## config.mk

```make
export PLATFORM = sky130hd
export DESIGN_NAME = clk_div_buffer
export DESIGN_NICKNAME = d
export VERILOG_FILES = /design/src/rtl/clk_div_buffer.sv
export SDC_FILE = /design/constraint.sdc
export NUM_CORES = 1
export LEC_CHECK = 0
export CAP_MARGIN = 40
export CORE_MARGIN = 4
export CORE_UTILIZATION = 40
export CTS_CLUSTER_SIZE = 8
export DETAILED_ROUTE_END_ITERATION = 8
export HOLD_SLACK_MARGIN = 0.06
export PLACE_DENSITY = 0.72
export REMOVE_ABC_BUFFERS = 1
export SLEW_MARGIN = 20
export SYNTH_ARGS = -nofsm -noshare
export SYNTH_HDL_FRONTEND = slang
export SYNTH_SLANG_ARGS = --single-unit
```

## constraint.sdc

```tcl
create_clock -name clk_in -period 3.06 [get_ports clk_in]
set_input_delay 0.612 -clock clk_in [delete_from_list [all_inputs] [get_ports clk_in]]
set_output_delay 0.612 -clock clk_in [all_outputs]
set_load 0.005 [all_outputs]
```

## src/rtl/clk_div_buffer.sv

```systemverilog
// clk_div_buffer
//   Drives NUM_CH independently divided, gateable clocks from one source clock.
//   Each channel has its own divide ratio, a glitch-free run request and a
//   one-cycle tick at the start of every output period. All outputs come
//   straight from flops, so there is no combinational path from clk_in to any
//   output.
//
// Parameters
//   NUM_CH    number of output clock channels (>= 1)
//   DIV_W     width of each channel's divide-ratio field (>= 2)
//
// Ports
//   clk_in     in   1             source clock, all state moves on its rising edge
//   rst_n      in   1             asynchronous active-low reset
//   en         in   NUM_CH        per-channel run request
//   div_ratio  in   NUM_CH*DIV_W  per-channel divide ratio, channel i in [i*DIV_W +: DIV_W]
//   clk_out    out  NUM_CH        divided clocks
//   active     out  NUM_CH        channel is currently running a period
//   tick       out  NUM_CH        high during the first clk_in cycle of each output period
module clk_div_buffer #(
  parameter int NUM_CH = 4,
  parameter int DIV_W  = 8
) (
  input  logic                    clk_in,
  input  logic                    rst_n,
  input  logic [NUM_CH-1:0]       en,
  input  logic [NUM_CH*DIV_W-1:0] div_ratio,
  output logic [NUM_CH-1:0]       clk_out,
  output logic [NUM_CH-1:0]       active,
  output logic [NUM_CH-1:0]       tick
);

  // Ratios 0 and 1 cannot produce a clock with both phases, so they act as 2.
  function automatic logic [DIV_W-1:0] clamp_div(input logic [DIV_W-1:0] d);
    return (d < DIV_W'(2)) ? DIV_W'(2) : d;
  endfunction

  // High phase length ceil(D/2); one extra bit so D = 2^DIV_W-1 does not wrap.
  function automatic logic [DIV_W:0] high_len(input logic [DIV_W-1:0] d);
    return ({1'b0, d} + (DIV_W+1)'(1)) >> 1;
  endfunction

  for (genvar i = 0; i < NUM_CH; i++) begin : g_ch
    logic [DIV_W-1:0] cnt;
    logic [DIV_W-1:0] cur_div;
    logic             run;
    logic             clk_r;
    logic             act_r;
    logic             tick_r;
    logic [DIV_W-1:0] req_div;
    logic             wrap;
    logic [DIV_W:0]   cnt_inc;

    assign req_div = clamp_div(div_ratio[i*DIV_W +: DIV_W]);
    // Last cycle of the period; the only point (besides idle start) where
    // en and div_ratio are looked at, which keeps every phase intact.
    assign wrap    = (cnt == cur_div - DIV_W'(1));
    assign cnt_inc = {1'b0, cnt} + (DIV_W+1)'(1);

    always_ff @(posedge clk_in or negedge rst_n) begin
      if (!rst_n) begin
        cnt     <= '0;
        cur_div <= DIV_W'(2);
        run     <= 1'b0;
        clk_r   <= 1'b0;
        act_r   <= 1'b0;
        tick_r  <= 1'b0;
      end else if (!run) begin
        if (en[i]) begin
          run     <= 1'b1;
          cnt     <= '0;
          cur_div <= req_div;
          clk_r   <= 1'b1;
          tick_r  <= 1'b1;
          act_r   <= 1'b1;
        end else begin
          clk_r   <= 1'b0;
          tick_r  <= 1'b0;
          act_r   <= 1'b0;
        end
      end else if (wrap) begin
        cnt <= '0;
        if (en[i]) begin
          // Back-to-back period: new ratio takes effect from this edge.
          cur_div <= req_div;
          clk_r   <= 1'b1;
          tick_r  <= 1'b1;
        end else begin
          // Disable wins over a simultaneous ratio change; ratio is
          // picked up again at the next idle start.
          run     <= 1'b0;
          act_r   <= 1'b0;
          clk_r   <= 1'b0;
          tick_r  <= 1'b0;
        end
      end else begin
        cnt    <= cnt_inc[DIV_W-1:0];
        clk_r  <= (cnt_inc < high_len(cur_div));
        tick_r <= 1'b0;
      end
    end

    assign clk_out[i] = clk_r;
    assign active[i]  = act_r;
    assign tick[i]    = tick_r;
  end

endmodule

```

==> results.json <==
{
  "synth_xor_area_share_pct": 13.91,
  "grt_antenna_before_repair": 0,
  "clk_latency_ns": 0.35,
  "crit_path_start": "g_ch[0].cur_div[1]",
  "synth_seq_area_share_pct": 35.02,
  "route.detailed.drc": 0,
  "drv_cap": 0,
  "worstPathRequired_ns": 3.29,
  "setup_viol": 0,
  "r2r_start": "g_ch[0].cur_div[1]",
  "rows": 43,
  "core-area_um2": 13930,
  "gp_congestion": 0.8541,
  "async_reset_ff_share_pct": 100.0,
  "diodes": 0,
  "critPathLaunchType": "flip-flop",
  "clk_pin_slew_ns": 0.06,
  "syn_to_final_growth_pct": 15.44,
  "synthTopCellsByArea": "dfrtp_1 (33%), ha_1 (8.7%), xnor2_1 (8.1%)",
  "slowest_stage": "dfstp_2",
  "via_count": 4480,
  "muxShareOfSynthArea_pct": 6.245,
  "htree_levels": 3,
  "synth_top_area_share_pct": 33.19,
  "netlist_instances": 622,
  "endpoint_kind": "flip-flop",
  "ys_warn_count": 0,
  "grt_pass1_vias": 4613,
  "clock_sinks": 80,
  "maxSlewHeadroom_pct": 63.43,
  "grt_max_degree": 52,
  "ys_ff_latch": 80,
  "cp_max_fo": 7,
  "hold_class": "primary input to async pin",
  "synth-compound-area-share_pct": 11.38,
  "cts_buffer_depth": 2,
  "dieWidth_um": 127.7,
  "ios": 50,
  "wirelength_um": 12360,
  "fin_tns_setup_ns": 0,
  "worstReg2RegEnd": "g_ch[0].cur_div[7]",
  "wl_per_cell_um": 14.84,
  "layout.nets": 726,
  "rr_worst_depth": 8,
  "fmax_ghz": 0.3479,
  "synth.distinct_cells": 62,
  "synth_edf_count": 0,
  "rrSetupSlack_ns": 0.19,
  "synth_ff_type": "dfrtp_1",
  "syn_area_per_cell_um2": 9.213,
  "cts_buffers": 9,
  "status": "finished, final reports clean",
  "vdd_drop_max_mv": 0.3203,
  "critPathMaxStageDelay_ns": 0.57,
  "drive_gt1_share_pct": 7.351,
  "track_usage_pct": 16.14,
  "worstMarginPinSlew_ns": 0.5465,
  "cts_resized": 0,
  "drtAntennaViolNets": 0,
  "cts_hold_repair.buffers": 0,
  "synth_top_family_by_area": "simple AND/OR/NAND/NOR gates",
  "crit_family": "simple AND/OR/NAND/NOR gates",
  "finalMaxSlewViolations": 0,
  "layout_min_cycle_time_ns": 2.875,
  "finalHoldViolCount": 0,
  "drt_pass1_iterations": 5,
  "drt_iter0_drc": 245,
  "via_per_inst": 5.378,
  "yosys.area.top_type": "dfrtp_1",
  "skew_ns": 0.009175,
  "fillerInstances": 1296,
  "arrival_ns": 3.10,
  "cts_tree": "done",
  "fp.dieArea_um2": 16300,
  "place_hpwl_um": 9433,
  "power.density_nw_per_um2": 808.4,
  "die_y_um": 127.7,
  "min_period_over_period_pct": 93.94,
  "timing_worst_setup_path_type": "flip-flop to flip-flop",
  "p_leak_uw": 0.002920,
  "io_buffers": 49,
  "utilization_pct": 47.47,
  "crit_chain": "inv_1 -> ha_1 -> xnor2_1 -> a211o_1 -> or4_1 -> o41ai_1 -> and2_2 -> mux2_1",
  "initial_core_util_pct": 41.12,
  "netlist_area_um2": 5730,
  "postCtsSetupBuffers": 0,
  "synth_simple_gate_area_share_pct": 18.69,
  "overflow": 0,
  "cts-root-buf": "clkbuf_16",
  "rsz0062_at_grt": "false",
  "grt_pass1_wl_um": 21600,
  "crit_buf_inv": 1,
  "synth_fa_ha_area_share_pct": 9.083
}
## cell usage after synthesis (3+ instances only)
| cell | n |
|---|---|
| nor3b_1 | 8 |
| nor2b_1 | 3 |
| o22ai_1 | 5 |
| dfrtp_1 | 76 |
| dfstp_2 | 4 |
| nand3_1 | 33 |
| nand2_1 | 68 |
| mux2_4 | 5 |
| and3_1 | 6 |
| inv_1 | 25 |
| a21oi_1 | 16 |
| a21o_1 | 6 |
| buf_4 | 12 |
| or4_1 | 7 |
| nand2b_1 | 16 |
| mux2_1 | 16 |
| ha_1 | 40 |
| a31oi_1 | 3 |
| nand4_1 | 7 |
| a311oi_1 | 3 |
| mux2i_1 | 8 |
| o21ai_0 | 10 |
| or3_1 | 5 |
| nor3_1 | 16 |
| buf_2 | 5 |
| nor4_1 | 6 |
| o21ai_1 | 12 |
| inv_2 | 3 |
| xor2_1 | 38 |
| nor2_1 | 23 |
| clkbuf_1 | 27 |
| o211ai_1 | 9 |
| and2_1 | 3 |
| a32o_1 | 4 |
| o31ai_1 | 5 |
| xnor2_1 | 53 |
## cells in the final DEF, fill, tap and decap left out, types with 7 or more instances in the layout
master / count
inv_1: 25
nand2b_1: 16
a21oi_1: 16
o211ai_1: 9
mux2i_1: 8
nor3b_1: 8
clkbuf_16: 9
buf_4: 11
xnor2_1: 53
ha_1: 40
o21ai_1: 12
dfrtp_1: 76
mux2_1: 16
nand4_1: 7
nor2_1: 23
nand2_1: 68
clkdlybuf4s50_1: 48
or4_1: 7
o21ai_0: 10
xor2_1: 38
nor3_1: 16
nand3_1: 33
## layout make-up
type                       instances  area (um2)  area share [%]
inverter                          28       105.1           1.589
timing repair buffer              60       590.6           8.928
tap                              180       225.2           3.405
clock buffer                       9       225.2           3.405
sequential                        80        2007           30.34
clock inverter                     7       62.56          0.9457
multi-input combinational        469        3400           51.39
## report_power, final
group / switching, uW / leakage [uW] / internal (uW)
Sequential: 542 / 0.000959 / 1370
Clock: 445 / 0.000145 / 624
Combinational: 1140 / 0.00182 / 1230
Total: 2130 / 0.00292 / 3220
## sequential cells by signal (all words and copies together) (netlist names)
| name | count |
|---|---|
| g_ch.act_r | 4 |
| g_ch.clk_r | 4 |
| g_ch.cnt | 32 |
| g_ch.cur_div | 32 |
| g_ch.run | 4 |
| g_ch.tick_r | 4 |
## stage by stage
stage	setup slack [ns]	cells	instance area (um2)	hold slack [ns]	power [uW]
after detailed placement	0.1150	817	6326	0.4786	4271
after global placement	0.1892	816	6299	0.4748	4120
final	0.1854	833	6615	0.1923	5348
after global routing	0.07044	833	6615	0.2230	5813
after floorplan	-0.3906	577	5510	0.3164	3559
after CTS	0.09513	833	6614	0.2012	5397
## kinds of logic (layout without fill, tap and decap cells)
| family | count (synthesis) | count (layout) |
|---|---|---|
| XOR/XNOR | 91 | 91 |
| flip-flops | 80 | 80 |
| buffers and inverters | 73 | 104 |
| AND/OR/NAND/NOR | 211 | 211 |
| multiplexers | 31 | 31 |
| adder cells (fa/ha/maj) | 42 | 42 |
| AO/OA/AOI/OAI | 94 | 94 |
## worst max path at each step
stage                              end  slack [ns]  cells after the start
CTS                 g_ch[0].cur_div[7]         0.1                      8
global placement    g_ch[0].cur_div[4]        0.19                      8
floorplan           g_ch[0].cur_div[2]       -0.39                      8
global route        g_ch[0].cur_div[7]        0.07                      8
finish              g_ch[0].cur_div[7]        0.19                      8
detailed placement  g_ch[0].cur_div[7]        0.11                      8
## metal layers
metal  vias to the layer above  global-route usage (%)  routed length, um
li1                       2216                       -                  -
met1                      2161                   20.11               5492
met2                        81                   27.31               6174
met3                        22                   2.458                380
met4                         0                   7.928                315
met5                         -                       0                  0
Note: power is estimated with default switching activity, not from simulation.
